==> config.mk <==
export PLATFORM = sky130hd
export DESIGN_NAME = jtag_tap_controller_flat
export DESIGN_NICKNAME = d
export VERILOG_FILES = /design/src/rtl/jtag_pkg.sv /design/src/rtl/jtag_tap_controller_if.sv /design/src/rtl/jtag_shift_register.sv /design/src/rtl/jtag_tap_controller.sv /design/src/flat_wrapper.sv
export SDC_FILE = /design/constraint.sdc
export NUM_CORES = 1
export LEC_CHECK = 0
export ABC_AREA = 0
export CAP_MARGIN = 20
export CORE_MARGIN = 2
export CORE_UTILIZATION = 40
export DETAILED_ROUTE_END_ITERATION = 8
export GPL_TIMING_DRIVEN = 1
export PLACE_DENSITY_LB_ADDON = 0.15
export SLEW_MARGIN = 20
export SYNTH_ARGS = -nofsm -noshare
export SYNTH_HDL_FRONTEND = slang
export SYNTH_SLANG_ARGS = --single-unit
==> constraint.sdc <==
create_clock -name clk -period 3.2 [get_ports clk]
set_input_delay 0.64 -clock clk [delete_from_list [all_inputs] [get_ports clk]]
set_output_delay 0.64 -clock clk [all_outputs]
set_load 0.1 [all_outputs]
==> src/rtl/jtag_pkg.sv <==
// jtag_pkg: TAP state encoding, fixed opcodes and the TAP next-state rule.
package jtag_pkg;

    typedef enum logic [3:0] {
        TLR    = 4'hF, RTI    = 4'hC,
        SEL_DR = 4'h7, CAP_DR = 4'h6, SH_DR = 4'h2, EX1_DR = 4'h1,
        PA_DR  = 4'h3, EX2_DR = 4'h0, UPD_DR = 4'h5,
        SEL_IR = 4'h4, CAP_IR = 4'hE, SH_IR = 4'hA, EX1_IR = 4'h9,
        PA_IR  = 4'hB, EX2_IR = 4'h8, UPD_IR = 4'hD
    } tap_state_e;

    localparam logic [4:0] IDCODE_OP = 5'h01;
    localparam logic [4:0] BYPASS_OP = 5'h1F;

    function automatic tap_state_e tap_next(input tap_state_e s, input logic tms);
        tap_state_e n;
        case (s)
            TLR:     n = tms ? TLR    : RTI;
            RTI:     n = tms ? SEL_DR : RTI;
            SEL_DR:  n = tms ? SEL_IR : CAP_DR;
            CAP_DR:  n = tms ? EX1_DR : SH_DR;
            SH_DR:   n = tms ? EX1_DR : SH_DR;
            EX1_DR:  n = tms ? UPD_DR : PA_DR;
            PA_DR:   n = tms ? EX2_DR : PA_DR;
            EX2_DR:  n = tms ? UPD_DR : SH_DR;
            UPD_DR:  n = tms ? SEL_DR : RTI;
            SEL_IR:  n = tms ? TLR    : CAP_IR;
            CAP_IR:  n = tms ? EX1_IR : SH_IR;
            SH_IR:   n = tms ? EX1_IR : SH_IR;
            EX1_IR:  n = tms ? UPD_IR : PA_IR;
            PA_IR:   n = tms ? EX2_IR : PA_IR;
            EX2_IR:  n = tms ? UPD_IR : SH_IR;
            UPD_IR:  n = tms ? SEL_DR : RTI;
            default: n = TLR;
        endcase
        return n;
    endfunction

endpackage

==> src/rtl/jtag_tap_controller_if.sv <==
// jtag_tap_controller_if: JTAG pins plus the user data-register hookup.
interface jtag_tap_controller_if #(parameter int IR_WIDTH = 5);
    logic                jtag_tck, jtag_tms, jtag_tdi, jtag_tdo, jtag_tdo_en;
    logic [IR_WIDTH-1:0] instruction;
    logic                dr_load, dr_shift, dr_update, dr_serial_in, dr_serial_out;

    modport master (
        output jtag_tck, jtag_tms, jtag_tdi, dr_serial_out,
        input  jtag_tdo, jtag_tdo_en, instruction, dr_load, dr_shift, dr_update, dr_serial_in
    );

    modport slave (
        input  jtag_tck, jtag_tms, jtag_tdi, dr_serial_out,
        output jtag_tdo, jtag_tdo_en, instruction, dr_load, dr_shift, dr_update, dr_serial_in
    );
endinterface

==> src/rtl/jtag_shift_register.sv <==
// jtag_shift_register: parallel-load shift register, new bit enters at LSB.
module jtag_shift_register #(parameter int WIDTH = 8) (
    input  logic             clk,
    input  logic             rst_n,
    input  logic             load,
    input  logic             shift,
    input  logic             serial_in,
    input  logic [WIDTH-1:0] load_value,
    output logic [WIDTH-1:0] value
);
    always_ff @(posedge clk or negedge rst_n) begin
        if (!rst_n) value <= '0;
        else if (load) value <= load_value;
        else if (shift) value <= {value[WIDTH-2:0], serial_in};
    end
endmodule

==> src/rtl/jtag_tap_controller.sv <==
// jtag_tap_controller: IEEE 1149.1 TAP oversampled on clk, with IDCODE,
// BYPASS and an external user data register.
module jtag_tap_controller
    import jtag_pkg::*;
#(
    parameter int          IR_WIDTH     = 5,
    parameter logic [31:0] IDCODE_VALUE = 32'h00000001
) (
    input logic           clk,
    input logic           rst_n,
    jtag_tap_controller_if.slave jtag
);
    logic [1:0]          tck_s, tms_s, tdi_s;
    logic                tck_q, rise, fall, bypass;
    logic                sel_idcode, sel_bypass, sel_user;
    tap_state_e          state, state_d;
    logic [IR_WIDTH-1:0] ir_value;
    logic [31:0]         id_value;

    // rise and fall come from one synchronised bit, so they can never coincide
    assign rise       = tck_s[1] & ~tck_q;
    assign fall       = ~tck_s[1] & tck_q;
    assign state_d    = rise ? tap_next(state, tms_s[1]) : state;
    assign sel_idcode = jtag.instruction == IR_WIDTH'(IDCODE_OP);
    assign sel_bypass = jtag.instruction == IR_WIDTH'(BYPASS_OP);
    assign sel_user   = !sel_idcode && !sel_bypass;
    assign jtag.dr_serial_in = tdi_s[1];

    jtag_shift_register #(.WIDTH(IR_WIDTH)) u_ir (
        .clk(clk), .rst_n(rst_n),
        .load(rise && state == CAP_IR), .shift(rise && state == SH_IR),
        .serial_in(tdi_s[1]), .load_value(IR_WIDTH'(1)), .value(ir_value)
    );

    jtag_shift_register #(.WIDTH(32)) u_idcode (
        .clk(clk), .rst_n(rst_n),
        .load(rise && state == CAP_DR && sel_idcode), .shift(rise && state == SH_DR && sel_idcode),
        .serial_in(tdi_s[1]), .load_value(IDCODE_VALUE), .value(id_value)
    );

    always_ff @(posedge clk or negedge rst_n) begin
        if (!rst_n) begin
            tck_s            <= '0;
            tms_s            <= '0;
            tdi_s            <= '0;
            tck_q            <= 1'b0;
            state            <= TLR;
            bypass           <= 1'b0;
            jtag.instruction <= IR_WIDTH'(IDCODE_OP);
            jtag.jtag_tdo    <= 1'b0;
            jtag.jtag_tdo_en <= 1'b0;
            jtag.dr_load     <= 1'b0;
            jtag.dr_shift    <= 1'b0;
            jtag.dr_update   <= 1'b0;
        end else begin
            tck_s            <= {tck_s[0], jtag.jtag_tck};
            tms_s            <= {tms_s[0], jtag.jtag_tms};
            tdi_s            <= {tdi_s[0], jtag.jtag_tdi};
            tck_q            <= tck_s[1];
            state            <= state_d;
            jtag.jtag_tdo_en <= state_d == SH_DR || state_d == SH_IR;
            jtag.dr_load     <= rise && state == CAP_DR && sel_user;
            jtag.dr_shift    <= rise && state == SH_DR && sel_user;
            jtag.dr_update   <= fall && state == UPD_DR && sel_user;
            if (rise && sel_bypass && (state == CAP_DR || state == SH_DR))
                bypass <= state == SH_DR && tdi_s[1];
            if (state == TLR) jtag.instruction <= IR_WIDTH'(IDCODE_OP);
            else if (fall && state == UPD_IR) jtag.instruction <= ir_value;
            if (fall && state == SH_IR) jtag.jtag_tdo <= ir_value[IR_WIDTH-1];
            else if (fall && state == SH_DR)
                jtag.jtag_tdo <= sel_idcode ? id_value[31] : sel_bypass ? bypass : jtag.dr_serial_out;
        end
    end
endmodule

==> src/flat_wrapper.sv <==
// flat-port wrapper written by rule: the top's interface ports become plain ports
module jtag_tap_controller_flat import jtag_pkg::*;
#(
    parameter int          IR_WIDTH     = 5,
    parameter logic [31:0] IDCODE_VALUE = 32'h00000001
)
  (clk, rst_n, jtag_jtag_tck, jtag_jtag_tms, jtag_jtag_tdi, jtag_dr_serial_out, jtag_jtag_tdo, jtag_jtag_tdo_en, jtag_instruction, jtag_dr_load, jtag_dr_shift, jtag_dr_update, jtag_dr_serial_in);
  jtag_tap_controller_if #(.IR_WIDTH(IR_WIDTH)) jtag_i ();
  input logic clk;
  input logic rst_n;
  input wire logic [$bits(jtag_i.jtag_tck)-1:0] jtag_jtag_tck;
  input wire logic [$bits(jtag_i.jtag_tms)-1:0] jtag_jtag_tms;
  input wire logic [$bits(jtag_i.jtag_tdi)-1:0] jtag_jtag_tdi;
  input wire logic [$bits(jtag_i.dr_serial_out)-1:0] jtag_dr_serial_out;
  output wire logic [$bits(jtag_i.jtag_tdo)-1:0] jtag_jtag_tdo;
  output wire logic [$bits(jtag_i.jtag_tdo_en)-1:0] jtag_jtag_tdo_en;
  output wire logic [$bits(jtag_i.instruction)-1:0] jtag_instruction;
  output wire logic [$bits(jtag_i.dr_load)-1:0] jtag_dr_load;
  output wire logic [$bits(jtag_i.dr_shift)-1:0] jtag_dr_shift;
  output wire logic [$bits(jtag_i.dr_update)-1:0] jtag_dr_update;
  output wire logic [$bits(jtag_i.dr_serial_in)-1:0] jtag_dr_serial_in;
  assign jtag_i.jtag_tck = jtag_jtag_tck;
  assign jtag_i.jtag_tms = jtag_jtag_tms;
  assign jtag_i.jtag_tdi = jtag_jtag_tdi;
  assign jtag_i.dr_serial_out = jtag_dr_serial_out;
  assign jtag_jtag_tdo = jtag_i.jtag_tdo;
  assign jtag_jtag_tdo_en = jtag_i.jtag_tdo_en;
  assign jtag_instruction = jtag_i.instruction;
  assign jtag_dr_load = jtag_i.dr_load;
  assign jtag_dr_shift = jtag_i.dr_shift;
  assign jtag_dr_update = jtag_i.dr_update;
  assign jtag_dr_serial_in = jtag_i.dr_serial_in;
  jtag_tap_controller #(.IR_WIDTH(IR_WIDTH), .IDCODE_VALUE(IDCODE_VALUE)) u_core (.clk(clk), .rst_n(rst_n), .jtag(jtag_i));
endmodule
==> results of run 1 <==
==> final timing paths <==
| kind | endpoint | from | slack, ns |
|---|---|---|---|
| max | jtag_instruction[0] | u_core.jtag.instruction[0] | 1.27 |
| min | u_core.tdi_s[1] | rst_n | 0.24 |
| max reg2reg | u_core.u_idcode.value[20] | u_core.state[0] | 1.44 |
| min reg2reg | u_core.tdi_s[1] | u_core.tdi_s[0] | 0.35 |
| max in group asynchronous | u_core.jtag.instruction[0] | rst_n | 2.10 |
| min in group clk | u_core.tdi_s[1] | u_core.tdi_s[0] | 0.35 |
==> layer usage <==
| metal | share of wire (%) | global-route usage [%] | vias up |
|---|---|---|---|
| met5 | 0 | 0 | - |
| met4 | 0.97 | 5.51 | 0 |
| met2 | 44 | 20.6 | 38 |
| met1 | 49 | 19.5 | 798 |
| li1 | - | - | 857 |
| met3 | 5.5 | 6.46 | 5 |
==> final cells by class <==
| class | count | area, um^2 | area share (%) |
|---|---|---|---|
| Multi-Input combinational cell | 167 | 896 | 31.2 |
| Sequential cell | 59 | 1480 | 51.6 |
| Inverter | 4 | 15.0 | 0.523 |
| Clock buffer | 11 | 141 | 4.92 |
| Timing Repair Buffer | 18 | 143 | 4.97 |
| Tap cell | 75 | 93.8 | 3.27 |
| Clock inverter | 5 | 100 | 3.49 |
==> per-stage QoR <==
stage	area [um^2]	power, mW
after floorplan	2480	1.34
after global placement	2630	1.43
after detailed placement	2630	1.43
after CTS	2870	2.27
after global routing	2870	2.37
final	2870	2.24
==> registers in the layout (all words and copies together), names as in the netlist, 2 cells and up <==
signal and cells:
u_core.state 4, u_core.tck_s 2, u_core.tms_s 2, u_core.u_ir.value 5, u_core.u_idcode.value 32, u_core.tdi_s 2, u_core.jtag.instruction 5
==> cells in the mapped netlist (all sizes together) (2+ instances only) <==
cell type,count
nand2,77
dfrtp,54
o21ai,43
buf,9
nand2b,6
dfstp,5
nor2,5
a22o,4
clkbuf,4
inv,4
a211oi,3
a21oi,3
nand3,3
nand4b,2
nor3,2
nor4,2
o211ai,2
==> cells by family after synthesis <==
family | after synthesis | share of synthesized area (%)
AOI/OAI and AO/OA | 63 | 16.1
and+or+nand+nor | 104 | 19.9
buffers and inverters | 17 | 4.28
DFF | 59 | 59.7
==> report_power, final <==
group / internal (mW) / switching (mW)
Sequential: 0.840 / 0.106
Clock: 0.536 / 0.286
Combinational: 0.135 / 0.334
Total: 1.51 / 0.725
==> results.py, run 1 <==
metrics = {
    "outcome": {
        "status": "finished clean",
    },
    "global_route": {
        "overflow": 0,
        "track_usage_pct": 14.5,
        "antenna_found_initial": 0,
        "first_global_vias": 1666,
        "grt_pass1_wl_um": 7960,
        "grt_max_degree": 65,
    },
    "place": {
        "placed_cells": 323,
        "place.gp.congestion": 0.784,
        "dp_hpwl_um": 2710,
        "io_buffers": 16,
        "dp_worst_setup_slack_ns": 1.42,
    },
    "logic_synthesis": {
        "yosys_warnings": 0,
        "async_reset_ff_share_pct": 100,
        "syn_area_per_cell_um2": 10.2,
        "syn_inst": 243,
        "synth_edf_count": 0,
        "synth_top_area_share_pct": 54.4,
        "synth.distinct_cells": 39,
        "syn_nets": 249,
        "ys_seq_area_share_pct": 59.7,
        "synth_area_leaders": "dfrtp_1 (54%), nand2_1 (12%), dfstp_2 (5.3%)",
        "synth.largest_area_cell": "dfrtp_1",
        "synth_area_um2": 2480,
        "ys_seq_elements": 59,
        "synth-main-ff-cell": "dfrtp_1",
    },
    "flow_run": {
        "cap_violations": 0,
    },
    "floorplanning": {
        "io-pin-count": 17,
        "core_area_um2": 5960,
        "die_width_um": 82.8,
        "start_util_pct": 41.7,
        "die_h_um": 82.8,
        "dieArea_um2": 6860,
        "num_rows": 28,
    },
    "cells_and_area": {
        "layout_commonest_cell": "nand2_1",
        "syn_to_final_growth_pct": 15.6,
        "final_core_util_pct": 48.2,
        "diodes": 0,
        "mostFrequentLayoutCells": "nand2_1 (77), dfrtp_1 (54), o21ai_1 (21), o21ai_0 (14), buf_4 (13)",
        "fillers": 590,
        "fin_cells": 339,
        "final_net_count": 265,
        "drive_gt1_share_pct": 18.2,
    },
    "worst_setup_path": {
        "crit_required_ns": 2.56,
        "r2r_cells": 4,
        "crit_path_end_kind": "primary output",
        "crit_path_cell_trace": "buf_4",
        "startpoint_type": "register",
        "crit_fanout": 9,
        "critical_path.slowest_cell": "dfstp_2",
        "worst-path-stages": 1,
        "cp.arrival_ns": 1.29,
        "path_class": "register to primary output",
        "critPathBufInv": 1,
        "path_delay_family": "flip-flops",
        "max_stage_delay_ns": 0.63,
    },
    "routing": {
        "drt_iter0_drc": 83,
        "drc": 0,
        "num_vias": 1698,
        "drt_wl_total_um": 4330,
        "antenna_left": 0,
        "viasPerCell": 5.01,
        "avgRoutedWirePerCell_um": 12.8,
        "dr.pass1.iters": 4,
    },
    "power": {
        "p_per_area_nw_per_um2": 779,
        "p_leak_nw": 1.24,
        "peakVddDrop_mv": 0.472,
    },
    "sta": {
        "worst_pin_slew_ns": 0.605,
        "setup_viol": 0,
        "period_minus_slack_ns": 1.93,
        "fin_tns_setup_ns": 0,
        "min_period_over_period_pct": 60.5,
        "fmax_mhz": 517,
        "relSlewSlack_pct": 59.6,
        "final_hold_viol_count": 0,
        "rsz0062_at_grt": "no",
        "fin_skew_ns": 0.00731,
        "setup_ws_ns": 1.27,
        "fin_hold_ws_ns": 0.236,
        "slew_viol_final": 0,
    },
    "cts": {
        "cts_buffers": 9,
        "clkLatencyLatePin_ns": 0.34,
        "cts_buffer_depth": 2,
        "hold_buffers": 0,
        "root_buffer": "clkbuf_8",
        "post_cts_buffers": 0,
        "cts.sinks": 59,
        "clk_pin_slew_ns": 0.07,
        "post_cts_resized": 0,
        "cts.htree.levels": 3,
        "cts_tree": "built",
    },
    "hold_path": {
        "hp-class": "input port to asynchronous set/reset pin",
    },
}
Power figures use the tool's default switching activity.
==> run 2: changes to the inputs <==
- clock period: 3.2 -> 1.6 ns (I/O delays scaled with it)
==> results.py, run 2 (synthesis results as in run 1) <==
metrics = {
    "sta": {
        "relSlewSlack_pct": 72.4,
        "period_minus_slack_ns": 1.57,
        "min_period_over_period_pct": 97.9,
        "worst_pin_slew_ns": 0.415,
        "fin_tns_setup_ns": 0,
        "fin_skew_ns": 0.00764,
        "fmax_mhz": 638,
        "setup_viol": 0,
        "final_hold_viol_count": 0,
        "slew_viol_final": 0,
        "rsz0062_at_grt": "yes",
    },
    "worst_setup_path": {
        "critPathBufInv": 1,
        "critical_path.slowest_cell": "dfrtp_4",
        "crit_fanout": 64,
        "crit_required_ns": 1.81,
        "crit_path_start": "u_core.jtag.instruction[1]",
        "max_stage_delay_ns": 0.52,
        "crit_path_end_kind": "register",
        "path_delay_family": "simple AND/OR/NAND/NOR gates",
        "startpoint_type": "register",
        "path_class": "register to register",
        "r2r_start": "u_core.jtag.instruction[1]",
        "cp.arrival_ns": 1.78,
        "crit_path_cell_trace": "nor4_4 -> nand4b_4 -> buf_12 -> nand2_1 -> o21ai_0",
    },
    "routing": {
        "drt_iter0_drc": 152,
        "dr.pass1.iters": 4,
        "drt_wl_total_um": 4390,
        "viasPerCell": 5.01,
        "antenna_left": 0,
        "num_vias": 1754,
        "avgRoutedWirePerCell_um": 12.6,
        "drc": 0,
    },
    "cts": {
        "root_buffer": "clkbuf_8",
        "cts_buffer_depth": 2,
        "cts.htree.levels": 3,
        "cts_buffers": 9,
        "cts_tree": "built",
        "clk_pin_slew_ns": 0.07,
        "clkLatencyLatePin_ns": 0.34,
        "cts.sinks": 59,
    },
    "cells_and_area": {
        "fin_cells": 350,
        "largest_register_ffs": 32,
        "syn_to_final_growth_pct": 23.6,
        "mostFrequentLayoutCells": "nand2_1 (77), dfrtp_1 (50), o21ai_1 (21), o21ai_0 (14), buf_12 (13)",
        "largest-register": "u_core.u_idcode.value",
        "layout_commonest_cell": "nand2_1",
        "diodes": 0,
        "reg.largest.list": "u_core.u_idcode.value (32), u_core.jtag.instruction (5), u_core.u_ir.value (5)",
        "final_core_util_pct": 51.6,
        "final_net_count": 276,
        "drive_gt1_share_pct": 23.3,
    },
    "floorplanning": {
        "die_width_um": 82.8,
        "start_util_pct": 41.7,
        "io-pin-count": 17,
        "core_area_um2": 5960,
        "num_rows": 28,
        "dieArea_um2": 6860,
        "die_h_um": 82.8,
    },
    "global_route": {
        "overflow": 0,
        "first_global_vias": 1593,
        "grt_pass1_wl_um": 7620,
        "antenna_found_initial": 0,
        "grt_max_degree": 65,
        "track_usage_pct": 13.9,
    },
    "power": {
        "p_per_area_nw_per_um2": 1380,
        "total_power_mw": 4.24,
        "p_leak_nw": 1.28,
        "peakVddDrop_mv": 1.16,
    },
    "hold_path": {
        "min-delay-start": "u_core.tck_s[0]",
        "hp-class": "register to register",
    },
    "place": {
        "dp_hpwl_um": 2860,
        "io_buffers": 16,
        "placed_cells": 330,
        "place.gp.congestion": 0.821,
    },
    "flow_run": {
        "cap_violations": 0,
    },
    "outcome": {
        "status": "finished clean",
    },
}
-- run 2: cell count changes in the layout (fill, tap and decap cells not counted), sizes merged --
cell and change:
dlygate4sd3 +1, buf +10, clkbuf -1, clkinvlp +3
inv +1, bufinv -3
-- run 2: area by class of cell --
cell class,instances,area (um^2)
fill,543,2880
sequential,59,1500
multi-input combinational,167,907
timing repair buffer,29,390
clock buffer,10,128
tap,75,93.8
clock inverter,6,41.3
inverter,4,15.0
-- run 2: worst reg2reg max path: stages (launching register included) --
cell and delay [ns]:
dfrtp_4 0.52, nor4_4 0.39, nand4b_4 0.15, buf_12 0.21, nand2_1 0.11, o21ai_0 0.07
-- run 2: per-layer routing --
layer / vias up / global-route usage, % / share of wire (%)
met5: - / 0 / 0
met4: 0 / 7.45 / 2.8
met3: 10 / 4.47 / 5.0
met2: 37 / 20.1 / 45
met1: 827 / 18.7 / 47
li1: 880 / - / -
-- run 2: path summary, 6_finish.rpt --
check	endpoint	slack, ns	depth (start not counted)
worst max-delay path	u_core.u_idcode.value[22]	0.03	5
worst min-delay path	u_core.tck_s[1]	0.34	0
worst max register to register	u_core.u_idcode.value[22]	0.03	5
worst min register to register	u_core.tck_s[1]	0.34	0
max in group asynchronous	u_core.state[3]	0.57	3
min in group asynchronous	u_core.tdi_s[1]	0.44	2
-- run 2: timing repair --
item	4_1_cts	5_1_grt
resized for setup	0	2
endpoints found under the hold margin	16	0
endpoints found under the setup margin	0	35
hold buffers	1	0
buffers inserted	0	3
-- run 2: where the power goes --
part	leakage [nW]	total [mW]	internal (mW)	switching, mW
registers	0.778	1.87	1.69	0.186
logic	0.428	1.21	0.460	0.751
clock network	0.0787	1.16	0.560	0.597
total	1.28	4.24	2.71	1.54
-- run 2: through the flow --
step	hold slack [ns]	setup slack (ns)	instance area (um^2)
5_1_grt	0.355	-0.0381	3070
3_3_place_gp	0.277	0.0677	2860
4_1_cts	0.347	0.0289	3040
6_report	0.344	0.0336	3070
2_1_floorplan	0.0244	-0.0837	2500
3_5_place_dp	0.276	0.0270	2860
